`src/rtl/instr_fetch_unit.sv`:
```
// instr_fetch_unit: PC owner and fetch FIFO towards decode with delay-slot redirects, halt and misalignment detection
module instr_fetch_unit #(
  parameter logic [31:0] RESET_VECTOR = 32'hBFC00000,
  parameter int DEPTH = 4
) (
  input  logic        clk,
  input  logic        reset,
  output logic [31:0] imem_address,
  input  logic [31:0] imem_instr,
  output logic        instr_valid,
  output logic [31:0] instr,
  output logic [31:0] instr_pc,
  input  logic        instr_ready,
  input  logic        redirect_valid,
  input  logic [31:0] redirect_target,
  output logic        halted,
  output logic        addr_error
);
  localparam int AW = $clog2(DEPTH);
  localparam logic [AW:0] FULL = (AW+1)'(DEPTH);
  typedef enum logic [1:0] {RUN, HALTING, HALTED, ERROR} state_t;
  state_t state;
  logic [31:0] pc;
  logic [31:0] mem_i [DEPTH];
  logic [31:0] mem_p [DEPTH];
  logic [AW-1:0] rd_ptr, wr_ptr;
  logic [AW:0] count, left;
  logic pop, redir, push;
  assign imem_address = pc;
  assign instr_valid = count != '0;
  assign instr = mem_i[rd_ptr];
  assign instr_pc = mem_p[rd_ptr];
  assign pop = instr_valid && instr_ready;
  assign left = count - (AW+1)'(pop);
  assign redir = pop && redirect_valid && state == RUN;
  // on a redirect only the delay slot may be pushed, and only when nothing survives the pop
  assign push = state == RUN && (redir ? left == '0 : left < FULL);
  always_ff @(posedge clk) begin
    if (reset) begin
      pc <= RESET_VECTOR;
      rd_ptr <= '0;
      wr_ptr <= '0;
      count <= '0;
      state <= RUN;
      halted <= 1'b0;
      addr_error <= 1'b0;
    end else begin
      if (push) begin
        mem_i[wr_ptr] <= imem_instr;
        mem_p[wr_ptr] <= pc;
      end
      if (redir) begin
        // the delay slot ends up at rd_ptr+1 whether it was retained or just pushed
        pc <= redirect_target;
        rd_ptr <= rd_ptr + AW'(1);
        wr_ptr <= rd_ptr + AW'(2);
        count <= (AW+1)'(1);
        state <= redirect_target[1:0] != 2'b00 ? ERROR : redirect_target == 32'h0 ? HALTING : RUN;
        addr_error <= addr_error | (redirect_target[1:0] != 2'b00);
      end else begin
        if (push) begin
          pc <= pc + 32'd4;
          wr_ptr <= wr_ptr + AW'(1);
        end
        if (pop) rd_ptr <= rd_ptr + AW'(1);
        count <= count + (AW+1)'(push) - (AW+1)'(pop);
        if (state == HALTING && left == '0) begin
          state <= HALTED;
          halted <= 1'b1;
        end
      end
    end
  end
endmodule

```
`config.mk`:
```
export PLATFORM = sky130hd
export DESIGN_NAME = instr_fetch_unit
export DESIGN_NICKNAME = d
export VERILOG_FILES = /design/src/rtl/instr_fetch_unit.sv
export SDC_FILE = /design/constraint.sdc
export NUM_CORES = 1
export LEC_CHECK = 0
export ABC_AREA = 1
export ABC_CLOCK_PERIOD_IN_PS = 5700
export CAP_MARGIN = 20
export CORE_ASPECT_RATIO = 1.1
export CORE_MARGIN = 1.5
export CORE_UTILIZATION = 45
export DETAILED_ROUTE_END_ITERATION = 7
export DONT_BUFFER_PORTS = 1
export HOLD_SLACK_MARGIN = 0.05
export MAX_ROUTING_LAYER = met4
export SETUP_SLACK_MARGIN = 0.3
export SYNTH_ARGS = -nofsm -noshare
export SYNTH_HDL_FRONTEND = slang
export SYNTH_SLANG_ARGS = --single-unit
```
`constraint.sdc`:
```
create_clock -name clk -period 5.7 [get_ports clk]
set_input_delay 0.855 -clock clk [delete_from_list [all_inputs] [get_ports clk]]
set_output_delay 0.855 -clock clk [all_outputs]
set_load 0.05 [all_outputs]
```
; Word level (Yosys, flattened, before mapping)
; Memories as Yosys holds them, arrays and structs flattened. A register that Yosys moved wholly into a read port is not among the register bits.
; Cells that the tools add are included.
[totals]
wordCells = 55
inputBits = 68
latchBits = 0
register_bits = 43
ram_bits = 256
rom_bits = 0
memories = 2
[memory_table]
columns = memory, words, word_bits, read_ports, rd_ports_with_merged_regs, write_ports, line
row1 = mem_i, 4, 32, 1, 1, 1, 24  ; logic [31:0] mem_i [DEPTH];
row2 = mem_p, 4, 32, 1, 1, 1, 25  ; logic [31:0] mem_p [DEPTH];
[classes]
mux = 19
magnitude_cmp = 1
n_mul = 0
n_shift = 0
bitwise_logic = 2
eq_ne = 1
n_div = 0
addsub = 7
reduce_logical = 15
[op_table]
columns = cell, count
row1 = $mux W32, 2
row2 = $add A32 B3 Y32 const B, 1
row3 = $logic_not A32 Y1, 1
row4 = $mux W2, 11
row5 = $reduce_bool A2 Y1, 4
row6 = $mux W1, 6
row7 = $sub A3 B1 Y3, 2
row8 = $logic_and A1 B1 Y1, 5
row9 = $add A2 B1 Y2 const B, 2
row10 = $add A3 B1 Y3, 1
row11 = $logic_not A3 Y1, 1
row12 = $lt A3 B3 Y1 const B, 1
row13 = $reduce_bool A3 Y1, 1
row14 = $add A2 B2 Y2 const B, 1
row15 = $eq A2 B1 Y1 const B, 1
row16 = $logic_not A2 Y1, 1
row17 = $reduce_and A2 Y1, 1
row18 = $reduce_or A2 Y1, 1
row19 = $not A1 Y1, 1
row20 = $or A1 B1 Y1, 1

; Depth between registers and ports, before layout
[logic_depth]
word_depth = 9
depth_mapped = 17
depth_no_buf = 17

; Least setup slack after synthesis
; OpenSTA, ideal clock, no wires.
[synth_timing]
kind = input port to flip-flop
start = input instr_ready
end = memory mem_i[0][0], enable pin
setup_ns = 0.486
required_time_ns = 5.214
path_slack_ns = 0.427
arrival_time_ns = 4.787
cell_stages = 10
path_buffers = 0
cell_sequence = nand2_1 -> inv_1 -> ha_1 -> ha_1 -> xnor2_1 -> nand2_2 -> inv_2 -> o21ai_1 -> or2_1 -> nor2_1
[synth_between]
elab_chain_len = 8
elab_cells_between_ends = 11
classes_between = 1 x add/sub / 1 x order compare / 4 x mux / 5 x reduce/logical
[synth_rtl]
columns = item, line
row1 = start: declaration, 13  ; input logic instr_ready,
row2 = $logic_and A1 B1 Y1 (*), 33  ; assign pop = instr_valid && instr_ready;
row3 = $sub A3 B1 Y3 / $logic_and A1 B1 Y1 (equally long branches), "34, 35"
row4 = $lt A3 B3 Y1 (tied with other cells), 37  ; assign push = state == RUN && (redir ? left == '0 : left < FULL);
row5 = $mux W1 (*), 37
row6 = $logic_and A1 B1 Y1 (*), 37
row7 = $mux W1 (*), 48  ; if (push) begin
row8 = $mux W1 (*), 39  ; if (reset) begin
row9 = $mux W1 (implied by the code) (*), 49  ; mem_i[wr_ptr] <= imem_instr;
row10 = end: declaration, 24
; Mark *: on every way between the ends. The rest lies on a longest branch, timed or not.

==> results by group <==
Global routing
  • Gr usage total: 0.2095
  • Largest net degree at the start of global routing: between 80 and 90
  • GRT Residual Overflow: 0
  • First-pass GRT wire length: 45100 um
  • Vias in the first global route: 7836
  • Initial antenna violation count: 0

Logic synthesis
  • Post-Syn Instances: between 1000 and 1500
  • Avg Inst Size Synth: 11.36 um^2
  • Synth Warn #: 0
  • Yosys reg bits: between 300 and 400
  • Netlist Area Pre-Place: ~12000 um^2
  • Register area share after synthesis: 0.6925
  • Yosys top cell area share: 0.6199
  • Top-count cell post-synth: edfxtp_1
  • EDFF count, synth: 256
  • Unique masters post-synth: 34
  • Synth cell count leaders: edfxtp_1 (256), nor2_1 (191), o21ai_0 (145), nand2_1 (105), inv_1 (80)
  • Syn nets: 1170
  • Top_reg_cell synth: edfxtp_1
  • Ys async rst share: 0
  • Synth area leaders: edfxtp_1 (62%), dfxtp_1 (7.3%), o21ai_0 (5.9%)
  • Synth area leader: edfxtp_1

Finish
  • Share of cells above drive strength 1: 0.08528
  • Multi-input gate area: between 3000 and 4000 um^2
  • Fin nets: ~1200
  • Final Non-Filler Cells: ~1500
  • Fillers: 2430
  • Reg area: roughly 8600 um^2
  • Layout area overhead: 10.80%

STA
  • Slew Viols, Final: 0
  • Hold Violations, Final: 0
  • Slew margin rel.: 0.2028
  • Final setup vio count: 0
  • Setup TNS: 0 ps
  • Final Cycle Share: 0.7050
  • Fmax: around 250 MHz
  • Worst hold slack: roughly 380 ps
  • RSZ-0062 raised after global routing: no
  • Min cycle time layout: 4018 ps
  • Worst-Margin Slew: about 1200 ps
  • Skew final: between 15 and 20 ps
  • Worst setup margin: between 1500 and 2000 ps

Floorplan
  • DIE AREA: approximately 29000 um^2
  • Starting Density: 0.4587
  • Core area: roughly 27000 um^2
  • Rows: between 60 and 70
  • Io pins: 167
  • Die height: between 150 and 200 um
  • Die Width: 161.3 um

Setup path
  • R2R Path Start: count[1]$_SDFF_PP0_
  • Worst-path maximum fanout: 63
  • Flop2flop setup slack: roughly 1900 ps
  • Crit path DAT: 3160 ps
  • Worst reg-to-reg path cell count: 13
  • RR Endpoint: mem_i[3][7]$_DFFE_PP_
  • Kind of critical path: flop to output pin
  • Worst setup SP type: flop
  • Worst Path Required: a little under 5000 ps
  • Endpoint class of the critical path: output pin

Drt
  • Drt initial violations: 446
  • Final WL: approximately 29000 um
  • Drt first pass iters: 4
  • Post-route DRC: 0
  • Vias per cell: around 5.4
  • Vias: ~8000
  • WL/cell: between 15 and 20 um
  • Final ANT Viol Nets: 0

Place
  • Pre-CTS WS: 1831 ps
  • IO buf count: 0
  • DP Cell Count: ~1400
  • GPL Wtd Cong: 0.7958
  • HPWL after DPL: approximately 17000 um

Clock tree
  • Setup Buffers After CTS: 0
  • Worst-Skew Late Latency: approximately 540 ps
  • H-tree Lvls: 1
  • Root Buffer: clkbuf_16
  • CTS Buffer Depth: 3
  • TritonCTS clock tree: yes
  • Worst-path clk slew: roughly 70 ps
  • Hold buffers post-CTS: 0
  • Clock Sinks: around 300
  • Post-cts resize count: 0
  • CTS Buf Count: 30

Worst hold path
  • Min-Delay Endpoint: imem_address[17]$_SDFFE_PP0P_
  • HP Class: input pin to flop
  • HP Start: reset
  • Hold path depth: 1

Flow run
  • MaxCap Viol Count: 0

Pwr
  • Max IR drop VDD: 397.4 uV
  • Leak Pwr: 4.729 nW
  • Pwr Density: roughly 540 nW/um^2

Outcome
  • Status: finished clean
==> logic make-up (layout without fill, tap and decap cells) <==
logic type,count (synthesis),count (layout),synth area share
xor+xnor,12,12,0.008475
compound gates,264,264,0.1158
flops,301,301,0.6925
other cells,0,1,0
fa+ha+maj,10,10,0.01069
simple gates,363,363,0.1245
buf+inv,142,164,0.04802
==> area by class of cell <==
cell class              instances  area share
multi-input cells             649      0.2364
repair buffers                 21     0.01329
clock inverters                13    0.008286
diodes                          1   0.0001821
well taps                     357     0.03250
flip-flops and latches        301      0.6253
inverters                      89     0.02486
clock buffers                  41     0.05918
==> worst max-delay path by stage <==
stage | from | depth (start not counted) | to
after floorplan | instr_ready | 10 | mem_i[0][0]$_DFFE_PP_
after global placement | instr_ready | 11 | mem_i[3][11]$_DFFE_PP_
after detailed placement | instr_ready | 11 | mem_p[3][26]$_DFFE_PP_
after CTS | flop | 4 | instr_pc[18]
after global routing | flop | 3 | instr_pc[18]
final | flop | 4 | instr[30]
==> state kept, by name (all words and copies together) (netlist names), named ones only <==
signal	flops
addr_error	1
rd_ptr	2
wr_ptr	2
mem_i	128
halted	1
imem_address	32
count	3
mem_p	128
state	2
==> routing by layer <==
layer  track usage  vias up  routed length [um]
met1        0.2695     3853               12570
met4       0.03742        0                 369
met5             -        -                   0
li1              -     3864                   -
met2        0.3500      219               14110
met3       0.04053       30                1929
==> critical path, cell delays in order (launching register included) <==
cell	delay (ps)
dfxtp_4	500
inv_4	530
buf_4	490
o21ai_0	140
o22ai_1	950
==> report_power, final <==
part	total, mW	internal, mW	switching [mW]
logic	2.24	0.430	1.81
registers	3.37	2.89	0.488
clock network	1.86	1.08	0.780
total	7.48	4.40	3.08
==> per-stage QoR <==
stage,utilization,cell area (um^2),power (mW)
2_1_floorplan,-,12400,5.165
3_3_place_gp,0.4728,12780,5.644
3_5_place_dp,0.4739,12810,5.694
4_1_cts,0.5082,13740,7.558
5_1_grt,0.5082,13740,7.849
6_report,0.5083,13740,7.477
==> placed cells by master, fill, tap and decap left out, types with 2 or more instances in the layout <==
cell type,count
nor3_1,8
o22ai_1,75
clkinv_1,4
nand3_2,3
buf_12,2
nor2_2,3
xor2_1,8
a31oi_1,3
clkinv_2,5
nand3_1,28
inv_2,7
nand2_4,4
xnor2_1,4
nand4_1,10
clkbuf_1,10
nor2_4,9
nand2_2,3
o21ai_0,145
o21ai_1,8
nor2_1,187
ha_1,9
inv_4,3
clkbuf_16,31
a211oi_1,4
dfxtp_1,43
o211ai_1,3
nand3b_1,2
bufinv_16,2
edfxtp_1,256
nand2_1,105
inv_1,79
a21oi_1,26
buf_4,19
(Power assumes the default switching activity.)
